**config.mk**
```make
export PLATFORM = sky130hd
export DESIGN_NAME = uart_tx_fifo
export DESIGN_NICKNAME = d
export VERILOG_FILES = /design/src/rtl/uart_tx_fifo.sv
export SDC_FILE = /design/constraint.sdc
export NUM_CORES = 1
export LEC_CHECK = 0
export BUFFER_PORTS_ARGS = -buffer_cell sky130_fd_sc_hd__buf_4
export CAP_MARGIN = 0
export CORE_MARGIN = 4
export CORE_UTILIZATION = 50
export CTS_BUF_LIST = sky130_fd_sc_hd__clkbuf_8
export CTS_CLUSTER_DIAMETER = 50
export DETAILED_ROUTE_END_ITERATION = 10
export PLACE_DENSITY = 0.78
export RECOVER_POWER = 100
export SKIP_LAST_GASP = 1
export SYNTH_ARGS = -nofsm -noshare
export SYNTH_HDL_FRONTEND = slang
export SYNTH_SLANG_ARGS = --single-unit
```
**constraint.sdc**
```tcl
create_clock -name hwclk -period 3.4 [get_ports hwclk]
set_input_delay 0.51 -clock hwclk [delete_from_list [all_inputs] [get_ports hwclk]]
set_output_delay 0.51 -clock hwclk [all_outputs]
set_load 0.01 [all_outputs]
```
**src/rtl/uart_tx_fifo.sv**
```systemverilog
// UART transmitter fed by a small FIFO. Words arrive on a valid/ready handshake,
// are buffered, and are serialised on ftdi_tx. Bit timing comes from a clock-enable
// divider on hwclk; no derived clock is used.
module uart_tx_fifo #(
  parameter int unsigned CLK_HZ     = 12000000,
  parameter int unsigned BAUD       = 9600,
  parameter int unsigned DATA_BITS  = 8,
  parameter int unsigned PARITY     = 0,
  parameter int unsigned STOP_BITS  = 1,
  parameter int unsigned FIFO_DEPTH = 4
) (
  input  logic                          hwclk,
  input  logic                          rst_n,
  input  logic [DATA_BITS-1:0]          in_data,
  input  logic                          in_valid,
  output logic                          in_ready,
  output logic                          ftdi_tx,
  output logic                          busy,
  output logic [$clog2(FIFO_DEPTH):0]   fifo_level
);

  localparam int unsigned DIV   = (CLK_HZ + BAUD / 2) / BAUD;
  localparam int unsigned DIV_W = $clog2(DIV);
  localparam int unsigned AW    = $clog2(FIFO_DEPTH);
  localparam int unsigned LW    = AW + 1;

  // Reject illegal parameter sets at elaboration
  if (DIV < 2) begin : g_err_div
    $error("uart_tx_fifo: DIV must be at least 2");
  end
  if (DATA_BITS < 5 || DATA_BITS > 8) begin : g_err_data
    $error("uart_tx_fifo: DATA_BITS must be 5..8");
  end
  if (PARITY > 2) begin : g_err_parity
    $error("uart_tx_fifo: PARITY must be 0, 1 or 2");
  end
  if (STOP_BITS < 1 || STOP_BITS > 2) begin : g_err_stop
    $error("uart_tx_fifo: STOP_BITS must be 1 or 2");
  end
  if (FIFO_DEPTH < 2 || (FIFO_DEPTH & (FIFO_DEPTH - 1)) != 0) begin : g_err_depth
    $error("uart_tx_fifo: FIFO_DEPTH must be a power of two >= 2");
  end

  typedef enum logic [2:0] {S_IDLE, S_START, S_DATA, S_PARITY, S_STOP} state_e;

  state_e               state_q, state_d;
  logic [DIV_W-1:0]     div_q, div_d;
  logic [2:0]           bit_q, bit_d;
  logic [DATA_BITS-1:0] shift_q, shift_d;
  logic                 par_q, par_d;
  logic                 tx_q, tx_d;
  logic                 busy_q, busy_d;
  logic [AW-1:0]        wr_ptr_q, rd_ptr_q;
  logic [LW-1:0]        level_q, level_d;
  logic                 ready_q, ready_d;
  logic [DATA_BITS-1:0] mem [FIFO_DEPTH];

  logic                 push_c, pop_c, load_c, tick_c;
  logic [DATA_BITS-1:0] head_c;

  assign push_c     = in_valid && ready_q;
  assign tick_c     = (div_q == DIV_W'(DIV - 1));
  assign head_c     = mem[rd_ptr_q];
  assign in_ready   = ready_q;
  assign ftdi_tx    = tx_q;
  assign busy       = busy_q;
  assign fifo_level = level_q;

  // Next-state and line-value logic for the frame sequencer
  always_comb begin
    state_d = state_q;
    div_d   = tick_c ? '0 : div_q + DIV_W'(1);
    bit_d   = bit_q;
    shift_d = shift_q;
    par_d   = par_q;
    tx_d    = tx_q;
    busy_d  = busy_q;
    load_c  = 1'b0;
    unique case (state_q)
      S_IDLE: begin
        div_d = '0;
        tx_d  = 1'b1;
        if (level_q != '0) load_c = 1'b1;
      end
      S_START: begin
        if (tick_c) begin
          state_d = S_DATA;
          tx_d    = shift_q[0];
          shift_d = shift_q >> 1;
          bit_d   = '0;
        end
      end
      S_DATA: begin
        if (tick_c) begin
          if (bit_q == 3'(DATA_BITS - 1)) begin
            bit_d = '0;
            if (PARITY != 0) begin
              state_d = S_PARITY;
              tx_d    = (PARITY == 2) ? ~par_q : par_q;
            end else begin
              state_d = S_STOP;
              tx_d    = 1'b1;
            end
          end else begin
            tx_d    = shift_q[0];
            shift_d = shift_q >> 1;
            bit_d   = bit_q + 3'd1;
          end
        end
      end
      S_PARITY: begin
        if (tick_c) begin
          state_d = S_STOP;
          tx_d    = 1'b1;
          bit_d   = '0;
        end
      end
      S_STOP: begin
        if (tick_c) begin
          if (bit_q == 3'(STOP_BITS - 1)) begin
            if (level_q != '0) begin
              load_c = 1'b1;
            end else begin
              state_d = S_IDLE;
              busy_d  = 1'b0;
            end
          end else begin
            bit_d = bit_q + 3'd1;
          end
        end
      end
      default: state_d = S_IDLE;
    endcase
    // Pop the head word and open a new frame with its start bit
    if (load_c) begin
      state_d = S_START;
      shift_d = head_c;
      par_d   = ^head_c;
      tx_d    = 1'b0;
      busy_d  = 1'b1;
      div_d   = '0;
      bit_d   = '0;
    end
  end

  assign pop_c = load_c;

  // FIFO occupancy; in_ready is registered from the next level so it never depends on in_valid
  always_comb begin
    level_d = level_q + LW'(push_c) - LW'(pop_c);
    ready_d = (level_d != LW'(FIFO_DEPTH));
  end

  // Sequencer, divider, pointers and registered outputs
  always_ff @(posedge hwclk or negedge rst_n) begin
    if (!rst_n) begin
      state_q  <= S_IDLE;
      div_q    <= '0;
      bit_q    <= '0;
      shift_q  <= '0;
      par_q    <= 1'b0;
      tx_q     <= 1'b1;
      busy_q   <= 1'b0;
      wr_ptr_q <= '0;
      rd_ptr_q <= '0;
      level_q  <= '0;
      ready_q  <= 1'b1;
    end else begin
      state_q <= state_d;
      div_q   <= div_d;
      bit_q   <= bit_d;
      shift_q <= shift_d;
      par_q   <= par_d;
      tx_q    <= tx_d;
      busy_q  <= busy_d;
      level_q <= level_d;
      ready_q <= ready_d;
      if (push_c) wr_ptr_q <= wr_ptr_q + AW'(1);
      if (pop_c)  rd_ptr_q <= rd_ptr_q + AW'(1);
    end
  end

  // FIFO storage; contents are don't-care until written
  always_ff @(posedge hwclk) begin
    if (push_c) mem[wr_ptr_q] <= in_data;
  end

endmodule
```
==> impl_metrics.tcl <==
set metrics [dict create \
    portBuffers 16 \
    worst_setup_path_start_kind "register" \
    hold_violations 0 \
    hpwlAfterDp_mm 3.42 \
    io_pins 17 \
    outcome "finished, violations left" \
    worstMarginPinSlew_ns 1.86 \
    wl_per_cell_um 14.8 \
    power.density_nw_per_um2 567 \
    drv_slew 36 \
    path_clk_slew_ns 0.07 \
    finalNonFillerCells 327 \
    worstHoldPathCells 1 \
    dieArea_um2 7350 \
    path_cells "inv_1 > ha_1 > or4b_1 > o41ai_2 > nand2_1 > inv_1 > ha_1 > inv_1 > ha_1 > fa_1 > xnor2_1 > xnor2_1 > nand2_1" \
    cp.required_ns 3.66 \
    initial_core_util 0.513 \
    drtAntennaViolNets 0 \
    clockBufferDepth 2 \
    cpPeakStageDelay_ns 0.49 \
    grt_usage 0.147 \
    fillCellCount 487 \
    critPathCaptureType "register" \
    slowest_stage "or4b_1" \
    cts-root-buf "clkbuf_8" \
    arrival_ns 3.27 \
    ys_seq_area_frac 0.609 \
    yosysTopAreaCell "edfxtp_1" \
    hold_buffers 0 \
    hp-class "in -> reg" \
    cts_tree "yes" \
    ir_drop_mv 0.379 \
    cts_resized 0 \
    vias 1726 \
    setup_viol 0 \
    overflow 0 \
    synth_flop_cell "dfrtp_1" \
    violations "capacitance limit, slew limit" \
    numCtsBuffers 9 \
    switching_power_mw 0.479 \
    finalSetupTns_ns 0 \
    cellInternalPower_mw 1.40 \
    clk-insertion-delay-late_ns 0.33 \
    area_growth_pct 9.65 \
    remaining_drc_errors 0 \
    grt_antenna_before_repair 0 \
    rows 28 \
    htree_levels 3 \
    via_per_inst 5.28 \
    drive_above_1_share 0.111 \
    cts.sinks 67 \
    swShare 0.255 \
    maxSlewHeadroom -0.238 \
    seq_power_share 0.541 \
    syn_inst 227 \
    drt_iter0_drc 64 \
    synth_top_area_share 0.318 \
    grt_pass1_vias 1776 \
    ys_seq_elements 67 \
    holdWs_ns 0.434 \
    final_util 0.563 \
    final.min_clock_period_ns 3.01 \
    post-route-period-util 0.887 \
    die_width_um 85.7 \
    synth.distinct_cells 43 \
    dp.cells 311 \
    critPathKind "reg -> reg" \
    yosysMostFrequentCell "dfrtp_1" \
    post_cts_buffers 0 \
    diodes 0 \
    gp_congestion 0.911 \
    synthTopCellsByArea "edfxtp_1 (32%), dfrtp_1 (27%), mux4_2 (6.0%), ha_1 (4.6%), nor2_1 (3.4%)" \
    yosysWarnings 0 \
    synth_edf_count 32 \
    clockPowerShare 0.325 \
    comb_power_share 0.134 \
    grt_pass1_wl_mm 8.47 \
    max_cap_viol_count 1 \
    rsz0062_at_grt "no" \
    num-nets-final 270 \
    coreArea_um2 5890 \
    avgSynthCellArea_um2 13.3 \
    synth_common_cells "dfrtp_1 (33), edfxtp_1 (32), nor2_1 (27), a21oi_1 (13), inv_1 (13)" \
    syn_area_um2 3020 \
    die-height_um 85.7 \
    firstDrtPassIters 4 \
    r2r_slack_ns 0.39 \
    skew_ns 0.00657 \
    p_leak_nw 1.38 \
    synth_nets 250 \
    max_freq_mhz 332 \
    wl_mm 4.85 \
    path_max_fanout 4 \
    async_flop_share 0.522 \
    grt_max_degree 36 \
    rr_worst_depth 13 \
]
power by group through the flow:
stage          clock, mW  sequential [mW]  combinational [mW]
5_1_grt            0.672             1.03               0.287
4_1_cts            0.625             1.02               0.283
3_3_place_gp           0             1.03               0.265
2_1_floorplan          0             1.03               0.168
3_5_place_dp           0             1.03               0.283
6_report           0.611             1.02               0.252
cell type report:
class / instances / area, um^2 / area share
Clock inverter: 7 / 58.8 / 0.0177
Inverter: 14 / 52.6 / 0.0159
Tap cell: 75 / 93.8 / 0.0283
Multi-Input combinational cell: 138 / 1070 / 0.324
Sequential cell: 67 / 1840 / 0.555
Clock buffer: 9 / 124 / 0.0374
Timing Repair Buffer: 17 / 71.3 / 0.0215
worst max-delay path, delay by kind of cell (launching register included):
kind | cells | cell delay (ns)
XOR/XNOR | 2 | 0.35
AND/OR/NAND/NOR | 3 | 0.69
flip-flops | 1 | 0.41
AO/OA/AOI/OAI | 1 | 0.44
adder cells (fa/ha/maj) | 4 | 0.82
buffers and inverters | 3 | 0.24
logic make-up (layout without fill, tap and decap cells):
family | Yosys count | count (layout) | share of synthesized area
compound gates | 26 | 26 | 0.0563
flops | 67 | 67 | 0.609
mux | 19 | 19 | 0.0977
buf+inv | 22 | 47 | 0.0311
xor+xnor | 14 | 14 | 0.0406
simple gates | 67 | 67 | 0.113
fa+ha+maj | 12 | 12 | 0.0522
routing by layer:
metal / vias up / GRT usage / part of all wire
met5: - / 0 / 0
met4: 0 / 0.0302 / 0
met3: 0 / 0.0461 / 0.042
met2: 46 / 0.234 / 0.49
met1: 835 / 0.201 / 0.46
li1: 845 / - / -
worst paths after layout:
path / startpoint / to
min in group asynchronous: rst_n / div_q[6]$_DFF_PN0_
setup / recovery: div_q[1]$_DFF_PN0_ / in_ready$_DFF_PN1_
setup reg to reg: div_q[1]$_DFF_PN0_ / in_ready$_DFF_PN1_
hold / removal: in_data[4] / mem[2][4]$_DFFE_PP_
max in group asynchronous: rst_n / shift_q[3]$_DFFE_PN0P_
hold reg to reg: div_q[0]$_DFF_PN0_ / div_q[0]$_DFF_PN0_
flip-flops by register name, indices dropped and copies added (netlist names):
name	cells
fifo_level	3
bit_q	3
mem	32
state_q	3
ftdi_tx	1
in_ready	1
wr_ptr_q	2
rd_ptr_q	2
div_q	11
busy	1
shift_q	8
placed cells by master (no fill, tap or decap), drive strengths merged, types with 5 or more instances in the layout:
cell type,Yosys,routed
dfrtp,33,33
ha,11,11
and3,7,7
edfxtp,32,32
nand3,6,6
nor2,27,27
mux2i,7,7
xnor2,10,10
mux4,8,8
clkbuf,3,24
a21oi,14,14
clkinv,0,5
nand2,11,11
inv,14,14
through the flow:
stage / setup WS (ns) / instance area, um^2 / power, mW
after floorplan: 0.506 / 3020 / 1.20
after global placement: 0.576 / 3200 / 1.29
after detailed placement: 0.451 / 3200 / 1.32
after CTS: 0.446 / 3380 / 1.93
after global routing: 0.187 / 3310 / 1.99
final: 0.385 / 3310 / 1.88
No activity file was read; power rests on OpenSTA's default activity.
